--- config.mk ---
export PLATFORM = sky130hd
export DESIGN_NAME = sram_uart_transmitter_flat
export DESIGN_NICKNAME = d
export VERILOG_FILES = /design/src/rtl/sram_uart_transmitter_if.sv /design/src/rtl/sram_uart_transmitter.sv /design/src/flat_wrapper.sv
export SDC_FILE = /design/constraint.sdc
export NUM_CORES = 1
export LEC_CHECK = 0
export ABC_CLOCK_PERIOD_IN_PS = 5500
export BUFFER_PORTS_ARGS = -buffer_cell sky130_fd_sc_hd__buf_4
export CORE_MARGIN = 2
export CORE_UTILIZATION = 55
export CTS_CLUSTER_SIZE = 24
export DETAILED_ROUTE_END_ITERATION = 16
export GPL_TIMING_DRIVEN = 0
export PLACE_DENSITY_LB_ADDON = 0.05
export SETUP_SLACK_MARGIN = 0.05
export SLEW_MARGIN = 20
export SYNTH_ARGS = -nofsm -noshare
export SYNTH_HDL_FRONTEND = slang
export SYNTH_SLANG_ARGS = --single-unit
--- constraint.sdc ---
create_clock -name CLOCK_50_I -period 5.5 [get_ports CLOCK_50_I]
set_input_delay 0.825 -clock CLOCK_50_I [delete_from_list [all_inputs] [get_ports CLOCK_50_I]]
set_output_delay 0.825 -clock CLOCK_50_I [all_outputs]
set_load 0.02 [all_outputs]
--- src/rtl/sram_uart_transmitter_if.sv ---
// Host/SRAM-side bus of the SRAM-to-UART transmitter: transfer request,
// status and the read-only SRAM_controller port.
`timescale 1ns/1ps
interface sram_uart_transmitter_if #(
  parameter int ADDR_W = 18
);
  logic              Start;
  logic [ADDR_W-1:0] Start_address;
  logic [ADDR_W-1:0] Word_count;
  logic              Busy;
  logic              Done;
  logic [ADDR_W-1:0] SRAM_address;
  logic [15:0]       SRAM_read_data;
  logic              SRAM_we_n;

  modport master (
    output Start, Start_address, Word_count, SRAM_read_data,
    input  Busy, Done, SRAM_address, SRAM_we_n
  );

  modport slave (
    input  Start, Start_address, Word_count, SRAM_read_data,
    output Busy, Done, SRAM_address, SRAM_we_n
  );
endinterface

--- src/rtl/sram_uart_transmitter.sv ---
// Streams a block of 16-bit SRAM words out of an 8N1 UART line, high byte
// first, fetching each word over a 2-cycle-latency SRAM read port.
//
// state          | meaning
// S_TX_IDLE      | waiting for Start; line idle high
// S_TX_RD_ISSUE  | word address presented to SRAM
// S_TX_RD_WAIT   | SRAM latency cycle
// S_TX_RD_LATCH  | read data captured into word register
// S_TX_START_BIT | line low for one bit time
// S_TX_DATA_BITS | 8 data bits, LSB first
// S_TX_STOP_BIT  | line high; then low byte or S_TX_NEXT
// S_TX_NEXT      | advance address/count; finish or fetch next word
`timescale 1ns/1ps
module sram_uart_transmitter #(
  parameter int CLKS_PER_BIT = 434,
  parameter int ADDR_W       = 18
) (
  input  logic                        CLOCK_50_I,
  input  logic                        resetn,
  sram_uart_transmitter_if.slave      bus,
  output logic                        UART_TX_O
);

  typedef enum logic [2:0] {
    S_TX_IDLE,
    S_TX_RD_ISSUE,
    S_TX_RD_WAIT,
    S_TX_RD_LATCH,
    S_TX_START_BIT,
    S_TX_DATA_BITS,
    S_TX_STOP_BIT,
    S_TX_NEXT
  } state_t;

  localparam int BAUD_W = (CLKS_PER_BIT > 1) ? $clog2(CLKS_PER_BIT) : 1;
  localparam logic [BAUD_W-1:0] BAUD_LAST = BAUD_W'(CLKS_PER_BIT - 1);

  state_t            state_q, state_d;
  logic [ADDR_W-1:0] addr_q, addr_d;
  logic [ADDR_W-1:0] cnt_q, cnt_d;
  logic [15:0]       word_q, word_d;
  logic [BAUD_W-1:0] baud_q, baud_d;
  logic [2:0]        bit_q, bit_d;
  logic              hi_q, hi_d;
  logic              tx_q, tx_d;
  logic              busy_q, busy_d;
  logic              done_q, done_d;
  logic [7:0]        byte_sel;

  always_ff @(posedge CLOCK_50_I or negedge resetn) begin
    if (!resetn) begin
      state_q <= S_TX_IDLE;
      addr_q  <= '0;
      cnt_q   <= '0;
      word_q  <= '0;
      baud_q  <= '0;
      bit_q   <= '0;
      hi_q    <= 1'b0;
      tx_q    <= 1'b1;
      busy_q  <= 1'b0;
      done_q  <= 1'b0;
    end else begin
      state_q <= state_d;
      addr_q  <= addr_d;
      cnt_q   <= cnt_d;
      word_q  <= word_d;
      baud_q  <= baud_d;
      bit_q   <= bit_d;
      hi_q    <= hi_d;
      tx_q    <= tx_d;
      busy_q  <= busy_d;
      done_q  <= done_d;
    end
  end

  always_comb begin
    state_d = state_q;
    addr_d  = addr_q;
    cnt_d   = cnt_q;
    word_d  = word_q;
    baud_d  = baud_q;
    bit_d   = bit_q;
    hi_d    = hi_q;
    case (state_q)
      S_TX_IDLE: begin
        if (bus.Start) begin
          addr_d = bus.Start_address;
          cnt_d  = bus.Word_count;
          if (bus.Word_count != '0) state_d = S_TX_RD_ISSUE;
        end
      end
      S_TX_RD_ISSUE: state_d = S_TX_RD_WAIT;
      S_TX_RD_WAIT:  state_d = S_TX_RD_LATCH;
      S_TX_RD_LATCH: begin
        word_d  = bus.SRAM_read_data;
        hi_d    = 1'b1;
        baud_d  = '0;
        state_d = S_TX_START_BIT;
      end
      S_TX_START_BIT: begin
        if (baud_q == BAUD_LAST) begin
          baud_d  = '0;
          bit_d   = '0;
          state_d = S_TX_DATA_BITS;
        end else begin
          baud_d = baud_q + 1'b1;
        end
      end
      S_TX_DATA_BITS: begin
        if (baud_q == BAUD_LAST) begin
          baud_d = '0;
          if (bit_q == 3'd7) state_d = S_TX_STOP_BIT;
          else               bit_d   = bit_q + 3'd1;
        end else begin
          baud_d = baud_q + 1'b1;
        end
      end
      S_TX_STOP_BIT: begin
        if (baud_q == BAUD_LAST) begin
          baud_d = '0;
          // high byte just finished: low byte follows with no idle gap
          if (hi_q) begin
            hi_d    = 1'b0;
            state_d = S_TX_START_BIT;
          end else begin
            state_d = S_TX_NEXT;
          end
        end else begin
          baud_d = baud_q + 1'b1;
        end
      end
      S_TX_NEXT: begin
        addr_d  = addr_q + 1'b1;
        cnt_d   = cnt_q - 1'b1;
        state_d = (cnt_d == '0) ? S_TX_IDLE : S_TX_RD_ISSUE;
      end
      default: state_d = S_TX_IDLE;
    endcase
  end

  // Outputs are decoded from the next state so the registered line and
  // flags change on the same edge as the state they belong to.
  always_comb begin
    byte_sel = hi_d ? word_q[15:8] : word_q[7:0];
    tx_d     = 1'b1;
    case (state_d)
      S_TX_START_BIT: tx_d = 1'b0;
      S_TX_DATA_BITS: tx_d = byte_sel[bit_d];
      default:        tx_d = 1'b1;
    endcase
    busy_d = (state_d != S_TX_IDLE);
    done_d = ((state_q == S_TX_NEXT) && (state_d == S_TX_IDLE)) ||
             ((state_q == S_TX_IDLE) && bus.Start && (bus.Word_count == '0));
  end

  assign bus.SRAM_address = addr_q;
  assign bus.SRAM_we_n    = 1'b1;
  assign bus.Busy         = busy_q;
  assign bus.Done         = done_q;
  assign UART_TX_O        = tx_q;

endmodule

--- src/flat_wrapper.sv ---
// flat-port wrapper written by rule: the top's interface ports become plain ports
module sram_uart_transmitter_flat 
#(
  parameter int CLKS_PER_BIT = 434,
  parameter int ADDR_W       = 18
)
  (CLOCK_50_I, resetn, UART_TX_O, bus_Start, bus_Start_address, bus_Word_count, bus_SRAM_read_data, bus_Busy, bus_Done, bus_SRAM_address, bus_SRAM_we_n);
  sram_uart_transmitter_if #(.ADDR_W(ADDR_W)) bus_i ();
  input  logic CLOCK_50_I;
  input  logic resetn;
  output logic UART_TX_O;
  input wire logic [$bits(bus_i.Start)-1:0] bus_Start;
  input wire logic [$bits(bus_i.Start_address)-1:0] bus_Start_address;
  input wire logic [$bits(bus_i.Word_count)-1:0] bus_Word_count;
  input wire logic [$bits(bus_i.SRAM_read_data)-1:0] bus_SRAM_read_data;
  output wire logic [$bits(bus_i.Busy)-1:0] bus_Busy;
  output wire logic [$bits(bus_i.Done)-1:0] bus_Done;
  output wire logic [$bits(bus_i.SRAM_address)-1:0] bus_SRAM_address;
  output wire logic [$bits(bus_i.SRAM_we_n)-1:0] bus_SRAM_we_n;
  assign bus_i.Start = bus_Start;
  assign bus_i.Start_address = bus_Start_address;
  assign bus_i.Word_count = bus_Word_count;
  assign bus_i.SRAM_read_data = bus_SRAM_read_data;
  assign bus_Busy = bus_i.Busy;
  assign bus_Done = bus_i.Done;
  assign bus_SRAM_address = bus_i.SRAM_address;
  assign bus_SRAM_we_n = bus_i.SRAM_we_n;
  sram_uart_transmitter #(.CLKS_PER_BIT(CLKS_PER_BIT), .ADDR_W(ADDR_W)) u_core (.CLOCK_50_I(CLOCK_50_I), .resetn(resetn), .bus(bus_i), .UART_TX_O(UART_TX_O));
endmodule
==> results of run 1 <==
[area by class of cell]
class                      count  share of cell area, %
clock inverter                 7                   1.57
timing repair buffer          75                   11.2
clock buffer                   9                   2.47
sequential                    71                   35.4
tap                           99                   2.47
multi-input combinational    342                   43.3
inverter                      14                   1.05
buffer                        28                   2.52
[synth_stat cells (4+ instances only)]
master,n
nand2_1,45
clkbuf_1,21
a21oi_1,16
a221o_1,8
mux2_2,18
inv_1,14
nor2b_1,5
nor4_1,9
o311ai_0,6
nor3_1,10
and3_1,11
o21ai_0,41
ha_1,6
o211ai_1,8
nor2_1,32
nand4_1,19
dfrtp_1,70
o31ai_1,4
or3_1,4
a21bo_1,6
nand3_1,31
[worst max-delay path: stages, from the launching register on]
cell and delay (ps):
dfrtp_1 420, inv_1 150, ha_1 320, or4b_1 490
clkbuf_1 260, nor3b_1 240, a31oi_1 60, o32ai_1 160
o2111ai_1 230, a211oi_2 460, a22o_1 190
[stage by stage]
step	instances	utilization (%)	power (mW)	setup slack (ps)
global placement	629	66.4	0.631	2490
CTS	645	69.2	1.07	2510
global route	645	69.2	1.10	2250
floorplan	455	-	0.580	3050
finish	645	69.2	1.06	2460
detailed placement	629	66.4	0.634	2450
[sequential cells by signal, indices dropped and copies added, names as in the netlist]
| register | cells |
|---|---|
| u_core.state_q | 3 |
| u_core.bus.SRAM_address | 18 |
| u_core.bus.Busy | 1 |
| u_core.hi_q | 1 |
| u_core.word_q | 16 |
| u_core.cnt_q | 18 |
| u_core.baud_q | 9 |
| u_core.UART_TX_O | 1 |
| u_core.bus.Done | 1 |
| u_core.bit_q | 3 |
[power by group through the flow]
stage / clock, mW / sequential, mW / combinational (mW)
after floorplan: 0 / 0.554 / 0.0257
after global placement: 0 / 0.554 / 0.0765
after detailed placement: 0 / 0.555 / 0.0786
after CTS: 0.443 / 0.545 / 0.0789
after global routing: 0.467 / 0.547 / 0.0858
final: 0.439 / 0.545 / 0.0783
[cells by family after synthesis]
kind of cell | synth area share, %
muxes | 5.15
DFF | 43.1
other | 0.0908
adders and majority gates | 1.82
buffers and inverters | 4.33
and+or+nand+nor | 24.6
xor gates and xnor gates | 1.06
AOI/OAI and AO/OA | 19.9
[placed cells by master, fill, tap and decap left out, types with 6 or more instances in the layout]
master / Yosys / layout
mux2_2: 18 / 18
a221o_1: 8 / 8
o311ai_0: 6 / 6
nand2_1: 45 / 45
nor4_1: 9 / 9
a21bo_1: 6 / 6
ha_1: 6 / 6
and3_1: 11 / 11
nand4_1: 19 / 19
clkbuf_1: 21 / 21
nor3_1: 10 / 10
a21oi_1: 16 / 16
nand3_1: 31 / 31
clkbuf_8: 0 / 9
o21ai_0: 41 / 41
inv_1: 14 / 14
o211ai_1: 8 / 8
buf_4: 1 / 76
dfrtp_1: 70 / 70
nor2_1: 32 / 32
[worst min-delay path by stage]
| stage | startpoint | depth (start not counted) | endpoint | slack (ps) |
|---|---|---|---|---|
| finish | u_core.bus.SRAM_address[17] | 1 | u_core.bus.SRAM_address[17] | 510 |
| global route | u_core.bus.SRAM_address[17] | 1 | u_core.bus.SRAM_address[17] | 530 |
| CTS | u_core.word_q[2] | 1 | u_core.word_q[2] | 520 |
| detailed placement | u_core.word_q[3] | 1 | u_core.word_q[3] | 500 |
| global placement | u_core.word_q[8] | 1 | u_core.word_q[8] | 490 |
| floorplan | u_core.baud_q[8] | 1 | u_core.baud_q[8] | 460 |
[layer usage]
metal	vias up	wire [um]
met4	0	357
met3	36	867
met2	190	5090
li1	1879	-
met5	-	0
met1	1923	4990
==> results_dict.tcl, run 1 <==
set metrics [dict create \
    cts_resized 0 \
    wire_per_inst_um 17.5 \
    synth_area_sq_um 4130 \
    dr.pass1.iters 4 \
    p_leak_nw 2.16 \
    top_usage_layer "met2" \
    critPathLaunch "u_core.cnt_q[0]" \
    p_switching_mw 0.273 \
    max-cap-violations 0 \
    vdd_ir_drop_max_uv 136 \
    postRouteAntennaNets 0 \
    r2r_cells 10 \
    pwr-share-comb_pct 7.4 \
    dieArea_sq_um 8220 \
    synth_area_per_cell_sq_um 9.07 \
    synth-edff-count 0 \
    synth_top_area_share_pct 42.4 \
    max_freq_mhz 329 \
    place_hpwl_um 7900 \
    root_buffer "clkbuf_8" \
    synth_warnings 0 \
    cts_sinks 71 \
    use_met1_pct 38.4 \
    reg2reg_from "u_core.cnt_q[0]" \
    synth.net_count 516 \
    p_seq_share_pct 51.3 \
    ys_seq_elements 71 \
    switching_share_pct 25.7 \
    status "completed" \
    yosysSeqAreaShare_pct 43.1 \
    met3_usage_pct 5.43 \
    coreArea_sq_um 7250 \
    slew_viol_final 0 \
    crit_type "flip-flop to flip-flop" \
    io_pins 77 \
    finalSetupTns_ps 0 \
    synth_area_leader_cell "dfrtp_1" \
    antenna_found_initial 0 \
    grt_pass1_vias 3927 \
    grt_start_max_net_pins 72 \
    cp-end-kind "flip-flop" \
    clockBufferDepth 2 \
    worstPathArrival_ps 3330 \
    p_clk_share_pct 41.3 \
    hold_slack_ps 512 \
    post-cts-setup-buffers 0 \
    place_area_sq_um 4820 \
    initial_core_util_pct 56.9 \
    dieHeight_um 90.6 \
    viasPerCell 6.24 \
    seq_area_sq_um 1780 \
    setup_viol 0 \
    rrSetupSlack_ps 2460 \
    gp_congestion 0.908 \
    multi_input_area_sq_um 2170 \
    drive_gt1_share_pct 22.5 \
    hp-class "flip-flop to flip-flop" \
    postLayoutCellArea_sq_um 5020 \
    async_reset_ff_share_pct 100 \
    numCtsBuffers 9 \
    startpoint_type "flip-flop" \
    die_w_um 90.6 \
    finalNetCount 602 \
    yosysUniqueCellTypes 65 \
    row_count 31 \
    slew_headroom_pct 32.0 \
    grt_overflow_total 0 \
    cp_max_fo 10 \
    synth-main-ff-cell "dfrtp_1" \
    intPower_mw 0.790 \
    clkTransAtPathRegs_ps 80 \
    gr-usage-met2_pct 43.4 \
    drtIter0Drc 311 \
    reg2reg_to "u_core.bus.Done" \
    clock_latency_ps 370 \
    h-tree-depth 3 \
    area_growth_pct 21.5 \
    cts_tree "built" \
    endpoint "u_core.bus.Done" \
    cts_hold_buf 0 \
    nFillCells 611 \
    finalWirelength_um 11300 \
    worst_pin_slew_ps 1010 \
    worst_ep_required_time_ps 5790 \
    fin_crit_ps 3040 \
    synthCells 455 \
    insertedDiodeCount 0 \
    vias 4028 \
    rsz0062_at_grt "no" \
    io_buffers 75 \
    synth_area_leaders "dfrtp_1 42%, o21ai_0 5.0%, mux2_2 4.9%" \
    grt_pass1_wl_um 18600 \
    fin_crit_sh_pct 55.2 \
    power-per-cell-area_nw_per_um2 212 \
    drc_errors 0 \
    grt.total_usage_pct 28.2 \
    hold_viol 0 \
    skew_ps 16.5 \
]
No activity file was read; power rests on OpenSTA's default activity.
==> run 2, diff against run 1 <==
- ABC_AREA: not set -> 1
- ABC_CLOCK_PERIOD_IN_PS: 5500 -> 3000
- clock period: 5.5 -> 3 ns (I/O delays scaled with it)
==> results_dict.tcl, run 2 <==
set metrics [dict create \
    drive_gt1_share_pct 24.0 \
    vdd_ir_drop_max_uv 218 \
    layout_setup_ws_ps 864 \
    skew_ps 8.37 \
    clkTransAtPathRegs_ps 80 \
    power_mw 1.77 \
    grt_pass1_vias 3861 \
    worst_ep_required_time_ps 3270 \
    clockBufferDepth 2 \
    dp_slack_ps 891 \
    startpoint_type "flip-flop" \
    io_pins 77 \
    finalWirelength_um 10700 \
    coreArea_sq_um 7330 \
    hp-class "input port to async pin" \
    cts_tree "built" \
    synth_top_area_share_pct 41.5 \
    dp_cells 704 \
    final_cell_mix "140 x nand2_1, 76 x buf_4, 70 x dfrtp_1, 56 x nand3_1, 49 x inv_1" \
    synthCells 530 \
    wire_per_inst_um 14.9 \
    power-per-cell-area_nw_per_um2 347 \
    h-tree-depth 3 \
    grt_overflow_total 0 \
    yosysSeqAreaShare_pct 42.1 \
    synth_area_leaders "dfrtp_1 41%, nand2_1 12%, nand3_1 6.6%" \
    cp_max_fo 6 \
    synth_area_sq_um 4220 \
    dr.pass1.iters 6 \
    insertedDiodeCount 0 \
    cts_resized 0 \
    final_cells 719 \
    initial_core_util_pct 57.6 \
    antenna_found_initial 0 \
    yosysUniqueCellTypes 43 \
    ys_seq_elements 71 \
    seq_area_sq_um 1780 \
    slew_viol_final 0 \
    gp_congestion 0.914 \
    grt_pass1_wl_um 17900 \
    place_hpwl_um 7960 \
    max-cap-violations 0 \
    status "completed" \
    vias 4028 \
    fin_crit_sh_pct 71.2 \
    grt_start_max_net_pins 72 \
    drtIter0Drc 269 \
    postRouteAntennaNets 0 \
    synth_area_leader_cell "dfrtp_1" \
    die_w_um 91.6 \
    final_common_cell "nand2_1" \
    post-synth-top-count-cell "nand2_1" \
    worstPathArrival_ps 2410 \
    place_area_sq_um 4910 \
    setup_viol 0 \
    grt.total_usage_pct 26.7 \
    finalNetCount 677 \
    synth-main-ff-cell "dfrtp_1" \
    synth_warnings 0 \
    dieHeight_um 91.6 \
    finalSetupTns_ps 0 \
    root_buffer "clkbuf_8" \
    postLayoutCellArea_sq_um 5080 \
    cts_sinks 71 \
    slew_headroom_pct 40.8 \
    io_buffers 75 \
    rsz0062_at_grt "no" \
    p_leak_nw 2.38 \
    viasPerCell 5.60 \
    max_freq_mhz 468 \
    row_count 31 \
    synth_area_per_cell_sq_um 7.97 \
    drc_errors 0 \
    nFillCells 626 \
    area_growth_pct 20.3 \
    hold_viol 0 \
    clock_latency_ps 350 \
    worst_pin_slew_ps 888 \
    cp-end-kind "flip-flop" \
    crit_type "flip-flop to flip-flop" \
    synth.top_cells.by_count "140 x nand2_1, 70 x dfrtp_1, 56 x nand3_1" \
    multi_input_area_sq_um 2180 \
    dieArea_sq_um 8400 \
    numCtsBuffers 9 \
    synth-edff-count 0 \
    fin_crit_ps 2140 \
    post-cts-setup-buffers 0 \
    async_reset_ff_share_pct 100 \
    cts_hold_buf 0 \
    synth.net_count 591 \
]
[run 2: cell count changes in the layout (fill, tap and decap cells not counted), moves of 8 or more]
cell | previous run | this run
a21oi_1 | 16 | 6
and3_1 | 11 | 0
clkbuf_1 | 21 | 4
inv_1 | 14 | 49
nand2_1 | 45 | 140
nand2_2 | 0 | 8
nand3_1 | 31 | 56
nand4_1 | 19 | 6
nor2_1 | 32 | 44
o211ai_1 | 8 | 21
o21ai_0 | 41 | 11
xor2_1 | 2 | 12
[run 2: routing by layer]
layer / track usage (%) / vias to the layer above / part of all wire, %
met4: 11.4 / 0 / 1.8
met1: 35.1 / 1907 / 43
li1: - / 1959 / -
met5: 0 / - / 0
met3: 3.53 / 15 / 5.8
met2: 44.5 / 147 / 50
[run 2: cell families (layout without fill, tap and decap cells)]
group / count (synthesis) / in the layout / synth area share (%)
AOI/OAI and AO/OA: 67 / 67 / 10.8
xor gates and xnor gates: 14 / 14 / 2.90
adders and majority gates: 6 / 6 / 1.78
buffers and inverters: 68 / 158 / 6.28
DFF: 71 / 71 / 42.1
muxes: 17 / 17 / 4.53
other: 1 / 1 / 0.0888
and+or+nand+nor: 286 / 286 / 31.5
[run 2: where the power goes]
part	leakage, nW	internal (mW)	switching (mW)	total, mW
clock	0.0764	0.316	0.373	0.689
combinational	1.53	0.0582	0.0439	0.102
sequential	0.772	0.968	0.00705	0.975
[run 2: per-stage QoR]
stage               hold slack [ps]  utilization [%]
finish                          226             69.3
floorplan                       154                -
CTS                             254             69.3
global route                    298             69.3
global placement                489             67.0
detailed placement              496             67.0
[run 2: worst max-delay path, cell delays in order (launching register included)]
cell     delay, ps
dfrtp_1        380
inv_1          190
ha_1           270
nand2_2        100
nor2_4         170
nand2_1         70
nand2_1         60
nand2_1         80
nor2_1         120
nand2_1         80
nor2_1         100
nand2_1         80
nand2_2         90
nand3_2         80
nand3_1        120
nand2_1         60
[run 2: path summary, 6_finish.rpt]
kind | start | end | slack (ps) | depth (start not counted)
min in group CLOCK_50_I | bus_Start_address[8] | u_core.bus.SRAM_address[8] | 300 | 3
max in group asynchronous | resetn | u_core.bit_q[1] | 2200 | 1
hold / removal | resetn | u_core.cnt_q[10] | 230 | 1
setup / recovery | u_core.cnt_q[0] | u_core.UART_TX_O | 860 | 15
setup reg to reg | u_core.cnt_q[0] | u_core.UART_TX_O | 860 | 15
hold reg to reg | u_core.word_q[1] | u_core.word_q[1] | 510 | 1
[run 2: cell type report]
type | count | share of cell area [%]
multi-input cells | 391 | 42.9
clock inverters | 5 | 0.689
clock buffers | 10 | 2.71
plain buffers | 12 | 1.06
inverters | 56 | 4.16
flip-flops and latches | 71 | 35.0
well taps | 99 | 2.44
repair buffers | 75 | 11.1
==> run 3, diff against run 2 <==
- ABC_CLOCK_PERIOD_IN_PS: 3000 -> 1900
- CORE_UTILIZATION: 55 -> 51
- clock period: 3 -> 1.9 ns (I/O delays scaled with it)
==> results_dict.tcl, run 3 (synthesized netlist as in run 2, its figures left out) <==
set metrics [dict create \
    intPower_mw 2.23 \
    nFillCells 699 \
    p_leak_nw 2.52 \
    startpoint_type "flip-flop" \
    drc_errors 0 \
    final_cell_mix "135 x nand2_1, 93 x buf_4, 67 x dfrtp_1, 47 x nand3_1, 46 x inv_1" \
    skew_ps 9.92 \
    cts_sinks 71 \
    coreArea_sq_um 8130 \
    fin_crit_sh_pct 101 \
    postRouteAntennaNets 0 \
    worstPathArrival_ps 2200 \
    grt.total_usage_pct 25.1 \
    status "finished with violations" \
    vias 4064 \
    antenna_found_initial 0 \
    grt_pass1_wl_um 17800 \
    switching_share_pct 23.5 \
    cp_max_fo 4 \
    drive_gt1_share_pct 31.9 \
    io_buffers 75 \
    max_freq_mhz 519 \
    io_pins 77 \
    pwr-share-comb_pct 5.6 \
    worst_ep_required_time_ps 2170 \
    numCtsBuffers 9 \
    max-cap-violations 0 \
    grt_overflow_total 0 \
    area_growth_pct 30.7 \
    row_count 33 \
    finalWirelength_um 11200 \
    dp_cells 710 \
    dieArea_sq_um 9030 \
    p_clk_share_pct 41.5 \
    worst_pin_slew_ps 897 \
    insertedDiodeCount 0 \
    setup_viol 2 \
    vdd_ir_drop_max_uv 390 \
    finalNetCount 698 \
    wire_per_inst_um 15.0 \
    grt_pass1_vias 3823 \
    clockBufferDepth 2 \
    clkTransAtPathRegs_ps 80 \
    violations "negative setup slack" \
    hp-class "input port to async pin" \
    hold_viol 0 \
    drtIter0Drc 192 \
    root_buffer "clkbuf_8" \
    place_hpwl_um 7710 \
    h-tree-depth 3 \
    cts_tree "built" \
    cts_hold_buf 0 \
    p_seq_share_pct 52.9 \
    final_cells 747 \
    p_switching_mw 0.682 \
    die_w_um 95.0 \
    grt_start_max_net_pins 72 \
    dr.pass1.iters 5 \
    clock_latency_ps 350 \
    layout_setup_ws_ps -25.4 \
    slew_viol_final 0 \
    power-per-cell-area_nw_per_um2 527 \
    rrSetupSlack_ps -30 \
    final_core_util_pct 67.9 \
    final_common_cell "nand2_1" \
    slew_headroom_pct 40.2 \
    hold_slack_ps 41.2 \
    rsz0062_at_grt "yes" \
    viasPerCell 5.44 \
    fin_crit_ps 1930 \
    cp-end-kind "flip-flop" \
    crit_type "flip-flop to flip-flop" \
    gp_congestion 0.880 \
    dieHeight_um 95.0 \
    initial_core_util_pct 51.9 \
]
[run 3: layer usage]
layer  track usage (%)  share of wire (%)
met2              43.1                 51
met5                 0                  0
met3              3.43                4.8
met1              32.2                 42
met4              9.42                2.2
[run 3: final timing paths]
kind,cells after the start,from,endpoint
setup / recovery,12,u_core.baud_q[1],u_core.UART_TX_O
hold / removal,1,resetn,u_core.cnt_q[10]
setup reg to reg,12,u_core.baud_q[1],u_core.UART_TX_O
hold reg to reg,1,u_core.word_q[5],u_core.word_q[5]
max in group asynchronous,1,resetn,u_core.bus.SRAM_address[2]
min in group CLOCK_50_I,3,bus_Start_address[5],u_core.bus.SRAM_address[5]
[run 3: cell type report]
class / instances / area, sq um / area share (%)
Multi-Input combinational cell: 392 / 2410 / 43.6
Sequential cell: 71 / 1780 / 32.3
Timing Repair Buffer: 95 / 724 / 13.1
Inverter: 56 / 215 / 3.90
Tap cell: 105 / 131 / 2.38
Clock buffer: 9 / 124 / 2.24
Clock inverter: 7 / 71.3 / 1.29
Buffer: 12 / 66.3 / 1.20
[run 3: power groups by stage]
stage                     clock network, mW  logic, mW  registers [mW]
final                                  1.21      0.162            1.54
after global routing                   1.30      0.182            1.54
after CTS                              1.22      0.165            1.54
after detailed placement                  0      0.164            1.57
after global placement                    0      0.163            1.57
after floorplan                           0     0.0325            1.57
[run 3: timing repair]
| action | CTS | global route |
|---|---|---|
| gates resized for setup | 22 | 41 |
| setup buffers | 11 | 9 |
| pin swaps | 14 | 28 |
| setup endpoints to repair | 23 | 39 |
| gates cloned | 0 | 1 |
[run 3: critical path, stage by stage (launching register included)]
cell     delay, ps
dfrtp_1        380
inv_1           70
ha_1           140
nand2_1         80
nor3_4         200
nand2_4        100
buf_4          160
o21ai_1        120
nand3_1        130
a31oi_4        210
nand3_2        130
nand3_2         80
nand2_1         50
[run 3: stage by stage]
stage | instance area (sq um) | worst slack [ps] | total power [mW] | TNS (ps)
2_1_floorplan | 4220 | 53.0 | 1.60 | 0
3_3_place_gp | 4920 | -143 | 1.73 | -1380
3_5_place_dp | 4920 | -168 | 1.73 | -1600
4_1_cts | 5290 | -2.69 | 2.93 | -2.69
5_1_grt | 5520 | -198 | 3.02 | -544
6_report | 5520 | -25.4 | 2.91 | -38.1
